==> config.mk <==
export PLATFORM = sky130hd
export DESIGN_NAME = bin2bcd_seq
export DESIGN_NICKNAME = d
export VERILOG_FILES = /design/src/rtl/bcd_pkg.sv /design/src/rtl/bcd_adj3.sv /design/src/rtl/bin2bcd_seq.sv
export SDC_FILE = /design/constraint.sdc
export NUM_CORES = 1
export LEC_CHECK = 0
export BUFFER_PORTS_ARGS = -buffer_cell sky130_fd_sc_hd__buf_2
export CAP_MARGIN = 10
export CORE_MARGIN = 10
export CORE_UTILIZATION = 56
export CTS_CLUSTER_DIAMETER = 30
export DETAILED_ROUTE_END_ITERATION = 12
export GPL_TIMING_DRIVEN = 0
export PLACE_DENSITY = 0.74
export SYNTH_ARGS = -nofsm -noshare
export SYNTH_HDL_FRONTEND = slang
export SYNTH_SLANG_ARGS = --single-unit
==> constraint.sdc <==
create_clock -name clk -period 2.3 [get_ports clk]
set_clock_uncertainty 0.2 [all_clocks]
set_input_delay 0.46 -clock clk [delete_from_list [all_inputs] [get_ports clk]]
set_output_delay 0.46 -clock clk [all_outputs]
set_load 0.05 [all_outputs]
==> src/rtl/bcd_pkg.sv <==
// bcd_pkg -- shared definitions for the sequential binary-to-BCD converter.
//   state_t           : converter FSM encoding (idle / op / done).
//   digits_for_width  : decimal digit count needed to show any W-bit unsigned
//                       value without overflow; use it to size D for a given W.
package bcd_pkg;

    typedef enum logic [1:0] {
        ST_IDLE = 2'd0,
        ST_OP   = 2'd1,
        ST_DONE = 2'd2
    } state_t;

    function automatic int digits_for_width(input int w);
        longint unsigned max_val;
        int              n;
        max_val = (w >= 64) ? 64'hFFFF_FFFF_FFFF_FFFF : ((64'd1 << w) - 64'd1);
        n       = 1;
        while (max_val >= 64'd10) begin
            max_val = max_val / 64'd10;
            n       = n + 1;
        end
        return n;
    endfunction

endpackage

==> src/rtl/bcd_adj3.sv <==
// bcd_adj3 -- double-dabble digit correction.
//   din  : 4-bit working digit before the shift
//   dout : din + 3 (mod 16) when din >= 5, else din unchanged
module bcd_adj3 (
    input  logic [3:0] din,
    output logic [3:0] dout
);

    assign dout = (din >= 4'd5) ? (din + 4'd3) : din;

endmodule

==> src/rtl/bin2bcd_seq.sv <==
// bin2bcd_seq -- sequential shift-and-add-3 binary to packed BCD converter.
// Sits directly downstream of the divider: bin is driven from quo and start
// from the divider's done_tick.
//
// Ports
//   clk       : clock, rising edge
//   reset     : asynchronous, active-high
//   start     : conversion request, sampled only while idle
//   bin       : W-bit unsigned operand, captured at acceptance
//   ready     : high exactly while idle
//   done_tick : one-cycle pulse in the cycle after the result registers load
//   bcd       : D packed BCD digits, digit 0 in bits [3:0]
//   ndig      : significant digit count (1 for zero, D on overflow)
//   ovf       : bin did not fit in D digits; bcd then holds bin mod 10^D
module bin2bcd_seq
    import bcd_pkg::*;
#(
    parameter int W = 8,
    parameter int D = 3
) (
    input  logic                     clk,
    input  logic                     reset,
    input  logic                     start,
    input  logic [W-1:0]             bin,
    output logic                     ready,
    output logic                     done_tick,
    output logic [4*D-1:0]           bcd,
    output logic [$clog2(D+1)-1:0]   ndig,
    output logic                     ovf
);

    localparam int CW = $clog2(W + 1);
    localparam int NW = $clog2(D + 1);

    state_t          state_q, state_d;
    logic [W-1:0]    bin_q, bin_d;
    logic [4*D-1:0]  work_q, work_d;
    logic [CW-1:0]   cnt_q, cnt_d;
    logic            ovf_acc_q, ovf_acc_d;
    logic [4*D-1:0]  bcd_q, bcd_d;
    logic [NW-1:0]   ndig_q, ndig_d;
    logic            ovf_q, ovf_d;

    logic [4*D-1:0]  adj_work;
    logic [4*D-1:0]  shift_work;
    logic            ovf_next;
    logic            last_shift;
    logic [NW-1:0]   ndig_calc;

    // Per-digit add-3 correction ahead of the shift.
    for (genvar g = 0; g < D; g++) begin : g_adj
        bcd_adj3 u_adj (
            .din  (work_q[4*g +: 4]),
            .dout (adj_work[4*g +: 4])
        );
    end

    // Adjusted register shifted left with the binary MSB entering digit 0;
    // the bit leaving the top digit would belong to a digit we do not have.
    assign shift_work = {adj_work[4*D-2:0], bin_q[W-1]};
    assign ovf_next   = ovf_acc_q | adj_work[4*D-1];
    assign last_shift = (cnt_q == CW'(1));

    // Significant digits of the value about to be loaded; zero reports 1.
    always_comb begin
        ndig_calc = NW'(1);
        for (int i = 0; i < D; i++) begin
            if (shift_work[4*i +: 4] != 4'd0) begin
                ndig_calc = NW'(i + 1);
            end
        end
    end

    // ---------------- state register ----------------
    // NOTE: sequential state uses non-blocking assignments so every flop
    // samples pre-edge values regardless of statement order.
    always_ff @(posedge clk or posedge reset) begin
        if (reset) begin
            state_q <= ST_IDLE;
        end else begin
            state_q <= state_d;
        end
    end

    // ---------------- next-state logic ----------------
    // NOTE: every combinational output gets a default first, so no path
    // through the case leaves it unassigned and no latch is inferred.
    always_comb begin
        state_d = ST_IDLE;
        case (state_q)
            ST_IDLE: state_d = start ? ST_OP : ST_IDLE;
            ST_OP:   state_d = last_shift ? ST_DONE : ST_OP;
            ST_DONE: state_d = ST_IDLE;
            default: state_d = ST_IDLE;
        endcase
    end

    // ---------------- datapath next values ----------------
    always_comb begin
        bin_d     = bin_q;
        work_d    = work_q;
        cnt_d     = cnt_q;
        ovf_acc_d = ovf_acc_q;
        bcd_d     = bcd_q;
        ndig_d    = ndig_q;
        ovf_d     = ovf_q;
        case (state_q)
            ST_IDLE: begin
                if (start) begin
                    bin_d     = bin;
                    work_d    = '0;
                    cnt_d     = CW'(W);
                    ovf_acc_d = 1'b0;
                end
            end
            ST_OP: begin
                bin_d     = {bin_q[W-2:0], 1'b0};
                work_d    = shift_work;
                cnt_d     = cnt_q - CW'(1);
                ovf_acc_d = ovf_next;
                // Result registers change only on the final shift so they
                // hold the previous result throughout the conversion.
                if (last_shift) begin
                    bcd_d  = shift_work;
                    ovf_d  = ovf_next;
                    ndig_d = ovf_next ? NW'(D) : ndig_calc;
                end
            end
            default: ;
        endcase
    end

    always_ff @(posedge clk or posedge reset) begin
        if (reset) begin
            bin_q     <= '0;
            work_q    <= '0;
            cnt_q     <= '0;
            ovf_acc_q <= 1'b0;
            bcd_q     <= '0;
            ndig_q    <= NW'(1);
            ovf_q     <= 1'b0;
        end else begin
            bin_q     <= bin_d;
            work_q    <= work_d;
            cnt_q     <= cnt_d;
            ovf_acc_q <= ovf_acc_d;
            bcd_q     <= bcd_d;
            ndig_q    <= ndig_d;
            ovf_q     <= ovf_d;
        end
    end

    // ---------------- outputs ----------------
    always_comb begin
        ready     = (state_q == ST_IDLE);
        done_tick = (state_q == ST_DONE);
    end

    assign bcd  = bcd_q;
    assign ndig = ndig_q;
    assign ovf  = ovf_q;

endmodule

======== Yosys cells after proc, flatten, opt, wreduce, memory -nomap -nowiden ========
Cells that the tools add are included.
word-level totals
  flip-flop bits (word level) ............. 42
  input bits .............................. 11
  output and inout bits ................... 17
  word-level logic and storage cells ...... 43
operators by class
  $add $sub $neg .......................... 4
  $lt $le $gt $ge ......................... 3
  equality and inequality tests ........... 4
  multiplexer cells ....................... 17
  bitwise gates (word level) .............. 1
  reduce and logical (&&, ||, !) cells .... 6
operators by type and width
  operator                                             count
  case mux 12 bit (2 select lines)                     1
  two-way mux 4 bit                                    4
  case mux 8 bit (2 select lines)                      1
  adder 4 x 2 -> 4 bit, second input constant          3
  >= comparator 4 x 3 -> 1 bit, second input constant  3
  two-way mux 12 bit                                   1
  two-way mux 2 bit                                    4
  two-way mux 8 bit                                    1
  case mux 4 bit (2 select lines)                      1
  nonzero test 4 bit                                   2
  == test 4 x 1 -> 1 bit, second input constant        1
  case mux 2 bit (2 select lines)                      1
  AND reduction 2 bit                                  2
  subtractor 4 x 1 -> 4 bit, second input constant     1
  == test 2 x 1 -> 1 bit, second input constant        1
  == test 2 bit, second input constant                 1
  zero test 2 bit                                      1
  two-way mux 1 bit                                    2
  != test 2 bit, second input constant                 1
  case mux 1 bit (2 select lines)                      1
  nonzero test 2 bit                                   1
  OR 1 bit                                             1

======== Logic depth before layout (Yosys ltp) ========
  depth in word-level cells ............... 6
  gate-level depth with buffers ........... 8
  mapped depth without buffers ............ 8

======== Modules after synthesis ========
Synthesis repeated with hierarchy kept, for this count alone.
second synthesis, totals
  cell total of the unflattened synthesis .. 210
  area total of the unflattened synthesis .. 2,113.3 um^2
by module, submodules not included
  module       times used  cells an instance  area each (um^2)  seq. area each (um^2)
  bin2bcd_seq  1           162                1,809.2           1,052.3
  bcd_adj3     3           16                 101.3             0.0

======== Worst setup path before layout ========
OpenSTA, ideal clock, no wires.
  path kind ............................... flip-flop to flip-flop
  start point ............................. reg state_q[1]
  end point ............................... reg bin_q[0]
  setup time .............................. 0.128 ns
  arrival ................................. 1.732 ns
  data required time ...................... 1.972 ns
  slack ................................... 0.240 ns
  cell stages (with the launch flop) ...... 5
  path buffers ............................ 1
  period minus slack after synthesis ...... 2.060 ns
  cell sequence ........................... dfrtp_1 -> nor2_1 -> and2_1 -> buf_2 -> o21ai_0
on the way
  word-level cells in the longest chain between the ends .. 3
  elaborated cells between the ends (all ways) .. 6
  classes of those cells .................. eq/ne: 2; mux: 1; reduce/logical: 3
ends and longest elaborated chain
  what                                                                  RTL line            source
  from (decl)                                                           bin2bcd_seq.sv:35   state_t state_q, state_d;
  from (signal assigned)                                                bin2bcd_seq.sv:81   state_q <= state_d;
  zero test 2 bit (*)                                                   --
  named net ready                                                       bin2bcd_seq.sv:25   output logic ready,
  != test 2 bit (no line) / nonzero test 2 bit (equally long branches)  --
  AND reduction 2 bit (no line)                                         --
  to (signal assigned)                                                  bin2bcd_seq.sv:143  bin_q <= bin_d;
  to (decl)                                                             bin2bcd_seq.sv:36   logic [W-1:0] bin_q, bin_d;
Mark *: on every way through the listed nets, which the timed path passes. The rest lies on a longest branch.
A chain may end at the register's enable or synchronous reset.

======== Worst setup path in the final report ========
  start point ............................. reg work_q[8]
  end point ............................... reg ndig_q[1], in the netlist ndig[1]
on the way
  word-level cells in the longest chain between the ends .. 5
  elaborated cells between the ends (all ways) .. 7
  classes of those cells .................. add/sub: 1; order compare: 1; mux: 3; bitwise: 1; reduce/logical: 1
ends and longest elaborated chain
  what                                                                         RTL line            source
  from (decl)                                                                  bin2bcd_seq.sv:37   logic [4*D-1:0] work_q, work_d;
  from (signal assigned)                                                       bin2bcd_seq.sv:144  work_q <= work_d;
  adder 4 x 2 -> 4 bit / >= comparator 4 x 3 -> 1 bit (equally long branches)  bcd_adj3.sv:9       assign dout = (din >= 4'd5) ? (din + 4'd3) : din;
  two-way mux 4 bit (*)                                                        bcd_adj3.sv:9
  nonzero test 4 bit                                                           bin2bcd_seq.sv:68   if (shift_work[4*i +: 4] != 4'd0) begin
  two-way mux 2 bit                                                            bin2bcd_seq.sv:68
  two-way mux 2 bit (*)                                                        bin2bcd_seq.sv:126  ndig_d = ovf_next ? NW'(D) : ndig_calc;
  to (signal assigned)                                                         bin2bcd_seq.sv:148  ndig_q <= ndig_d;
  to (decl)                                                                    bin2bcd_seq.sv:41   logic [NW-1:0] ndig_q, ndig_d;
Mark *: on every way between the ends. The rest lies on a longest branch, timed or not.

==> run_summary.xml <==
<?xml version="1.0" encoding="UTF-8"?>
<metrics>
  <group name="status">
    <metric name="status" unit="">complete, no violations</metric>
  </group>
  <group name="finish">
    <metric name="fillerInstances" unit="">297</metric>
    <metric name="area_of_all_sequential_standard_cells" unit="um^2">1050</metric>
    <metric name="insertedDiodeCount" unit="">0</metric>
    <metric name="syn2layout_area_growth" unit="%">13.5</metric>
    <metric name="post-route-util" unit="%">66.9</metric>
    <metric name="post_route_cells_drive_above_1_share" unit="%">23.3</metric>
    <metric name="multi_input_area" unit="um^2">883</metric>
    <metric name="num-nets-final" unit="">258</metric>
  </group>
  <group name="grt">
    <metric name="grt_max_degree" unit="">43</metric>
    <metric name="grt_pass1_wl" unit="um">7340</metric>
    <metric name="grt.total_usage" unit="%">14.4</metric>
    <metric name="grt_pass1_vias" unit="">1618</metric>
    <metric name="antenna_violations_before_repair" unit="">0</metric>
    <metric name="overflow" unit="">0</metric>
  </group>
  <group name="critical_path">
    <metric name="crit_path_max_fanout" unit="">4</metric>
    <metric name="worst_ep_arrival_time" unit="ns">2.11</metric>
    <metric name="req_time_crit_path" unit="ns">2.39</metric>
    <metric name="cp-start-kind" unit="">flip-flop</metric>
    <metric name="end_kind" unit="">flip-flop</metric>
    <metric name="critical_path_class" unit="">flip-flop to flip-flop</metric>
  </group>
  <group name="pwr">
    <metric name="ir_worst_vdd" unit="mV">0.781</metric>
    <metric name="power-per-cell-area" unit="nW/um^2">1620</metric>
    <metric name="power.leakage" unit="uW">0.00109</metric>
  </group>
  <group name="place">
    <metric name="dp_worst_setup_slack" unit="ns">0.278</metric>
    <metric name="place.gp.congestion" unit="">0.803</metric>
    <metric name="placement.io_buffers" unit="">27</metric>
    <metric name="dp_hpwl" unit="um">3180</metric>
  </group>
  <group name="synth">
    <metric name="synth_common_cells" unit="">41 x sky130_fd_sc_hd__dfrtp_1, 36 x sky130_fd_sc_hd__nand2_1, 22 x sky130_fd_sc_hd__o21ai_0, 11 x sky130_fd_sc_hd__nand3_1, 9 x sky130_fd_sc_hd__inv_1</metric>
    <metric name="synth.yosys.warnings" unit="">0</metric>
    <metric name="yosysUniqueCellTypes" unit="">39</metric>
    <metric name="synth.largest_area_cell" unit="">sky130_fd_sc_hd__dfrtp_1</metric>
    <metric name="postSynth.asyncResetShare" unit="%">100</metric>
    <metric name="area_share_of_the_largest_cell_type_after_synthesis" unit="%">51.0</metric>
    <metric name="synth.ff_latch_count" unit="">42</metric>
    <metric name="largest_cells_by_area_after_synthesis" unit="">sky130_fd_sc_hd__dfrtp_1 51%, sky130_fd_sc_hd__nand2_1 6.7%, sky130_fd_sc_hd__o21ai_0 5.5%, sky130_fd_sc_hd__ha_1 5.0%, sky130_fd_sc_hd__nand3_1 2.7%</metric>
    <metric name="synth_enable_flop_cells" unit="">0</metric>
    <metric name="ys_seq_area_share" unit="%">52.3</metric>
    <metric name="synthesis.area" unit="um^2">2010</metric>
    <metric name="postSynthCellCount" unit="">205</metric>
    <metric name="synthesis.area_per_instance" unit="um^2">9.82</metric>
    <metric name="synthMostInstantiatedCell" unit="">sky130_fd_sc_hd__dfrtp_1</metric>
    <metric name="synth-main-ff-cell" unit="">sky130_fd_sc_hd__dfrtp_1</metric>
    <metric name="synth_nets" unit="">224</metric>
  </group>
  <group name="sta">
    <metric name="setup_repair_after_global_routing_missed_its_margin" unit="">false</metric>
    <metric name="timing.final.setup_violations" unit="">0</metric>
    <metric name="finalSetupTns" unit="ns">0</metric>
    <metric name="max_slew_margin" unit="%">43.5</metric>
    <metric name="finalWorstPathRequiredPeriod" unit="ns">2.03</metric>
    <metric name="fin_worst_hold_slack" unit="ns">0.0565</metric>
    <metric name="slew_viol_final" unit="">0</metric>
    <metric name="maxClockFrequency" unit="GHz">0.493</metric>
    <metric name="post-route-period-util" unit="%">88.1</metric>
    <metric name="final.setup.worst_slack" unit="ns">0.273</metric>
    <metric name="finalHoldViolCount" unit="">0</metric>
    <metric name="worst_pin_slew" unit="ns">0.846</metric>
  </group>
  <group name="clock_tree">
    <metric name="ctsHtreeMaxLevel" unit="">2</metric>
    <metric name="post-cts-setup-buffer-count" unit="">0</metric>
    <metric name="ctsLongestPathBuffers" unit="">2</metric>
    <metric name="post_cts_hold_buffer_count" unit="">0</metric>
    <metric name="cts_root_buf" unit="">sky130_fd_sc_hd__clkbuf_4</metric>
    <metric name="num_cts_buffers" unit="">5</metric>
    <metric name="clock_network_latency_to_the_later_pin_of_the_worst_skew_pair" unit="ns">0.36</metric>
    <metric name="clkSlewWorstSetupHoldPaths" unit="ns">0.12</metric>
    <metric name="clock_sinks" unit="">42</metric>
    <metric name="cts_tree" unit="">yes</metric>
    <metric name="post_cts_resize_count" unit="">0</metric>
  </group>
  <group name="die">
    <metric name="fp.dieArea" unit="um^2">6390</metric>
    <metric name="top_level_ports" unit="">28</metric>
    <metric name="initial_utilization" unit="%">58.9</metric>
    <metric name="coreArea" unit="um^2">3420</metric>
    <metric name="num_rows" unit="">21</metric>
    <metric name="die_width" unit="um">80.0</metric>
    <metric name="die-height" unit="um">80.0</metric>
  </group>
  <group name="drt">
    <metric name="post_drt_via_cell_ratio" unit="">5.56</metric>
    <metric name="number_of_vias_in_the_routed_layout" unit="">1590</metric>
    <metric name="drt-wirelength-per-cell" unit="um">14.8</metric>
    <metric name="drt_wl_total" unit="um">4240</metric>
    <metric name="detailedRoute.firstPassIterationCount" unit="">4</metric>
    <metric name="detail_route.iter0.violations" unit="">94</metric>
    <metric name="drc" unit="">0</metric>
    <metric name="antenna_violating_nets_post_route" unit="">0</metric>
  </group>
  <group name="run">
    <metric name="drv_cap" unit="">0</metric>
  </group>
  <group name="min_path">
    <metric name="holdCritPathClass" unit="">primary input to asynchronous set/reset pin</metric>
  </group>
</metrics>
-- final timing paths --
kind	cells past startpoint	start	endpoint	slack (ns)
min reg2reg	2	bcd[0]	bcd[0]	0.28
max reg2reg	7	work_q[8]	ndig[1]	0.27
max in group asynchronous	2	reset	bcd[7]	1.31
min	2	reset	bcd[11]	0.06
max	7	work_q[8]	ndig[1]	0.27
min in group clk	3	bin[0]	bin_q[0]	0.10
-- where the power goes --
group	internal, uW	switching (uW)	leakage (uW)
combinational	631	1300	0.000524
sequential	1080	258	0.000518
clock	209	237	0.0000446
total	1920	1790	0.00109
-- layer usage --
| layer | global-route usage [%] | vias to the layer above | routed length (um) |
|---|---|---|---|
| li1 | - | 772 | - |
| met1 | 17.1 | 770 | 1890 |
| met2 | 23.0 | 35 | 2030 |
| met3 | 5.52 | 13 | 233 |
| met4 | 4.93 | 0 | 87 |
| met5 | 0 | - | 0 |
-- flip-flops by register name (all words and copies together) (netlist names) --
register / cells
ovf: 1
state_q: 2
ndig: 2
bcd: 12
bin_q: 8
cnt_q: 4
work_q: 12
ovf_acc_q: 1
-- critical path: stages (launching register included) --
cell,delay [ns]
sky130_fd_sc_hd__dfrtp_1,0.44
sky130_fd_sc_hd__inv_1,0.11
sky130_fd_sc_hd__ha_1,0.19
sky130_fd_sc_hd__nand2b_1,0.09
sky130_fd_sc_hd__a21oi_2,0.21
sky130_fd_sc_hd__mux2_4,0.33
sky130_fd_sc_hd__and4bb_1,0.22
sky130_fd_sc_hd__a31oi_1,0.16
-- final cells by class --
class / instances / share of cell area [%]
Sequential cell: 42 / 46.1
Multi-Input combinational cell: 145 / 38.7
Timing Repair Buffer: 27 / 5.91
Clock buffer: 8 / 3.45
Tap cell: 46 / 2.52
Inverter: 10 / 1.86
Buffer: 8 / 1.53
-- placed cells by master, fill, tap and decap left out, drive strengths merged, types with 2 or more instances in the layout --
cell / n
dfrtp: 41
nand2: 37
buf: 32
o21ai: 30
nand3: 11
clkbuf: 11
a21oi: 10
inv: 9
nor2: 9
ha: 8
a22oi: 7
nor3b: 5
nand2b: 4
mux2: 4
xnor2: 3
nor3: 3
a31oi: 2
nor2b: 2
-- stage by stage --
stage               area [um^2]  total power (uW)  std cells
floorplan                  2010              2800        205
global placement           2210              3210        278
detailed placement         2210              3290        278
CTS                        2280              3730        286
global route               2280              4020        286
finish                     2280              3710        286
-- logic make-up (layout without fill, tap and decap cells) --
logic type	Yosys count	count (layout)	share of synthesized area, %
buffers and inverters	18	53	3.85
XOR/XNOR	3	3	1.31
AND/OR/NAND/NOR	77	77	19.7
adder cells (fa/ha/maj)	8	8	4.97
multiplexers	4	4	2.42
AO/OA/AOI/OAI	53	53	15.5
flip-flops	42	42	52.3
Power figures use the tool's default switching activity.
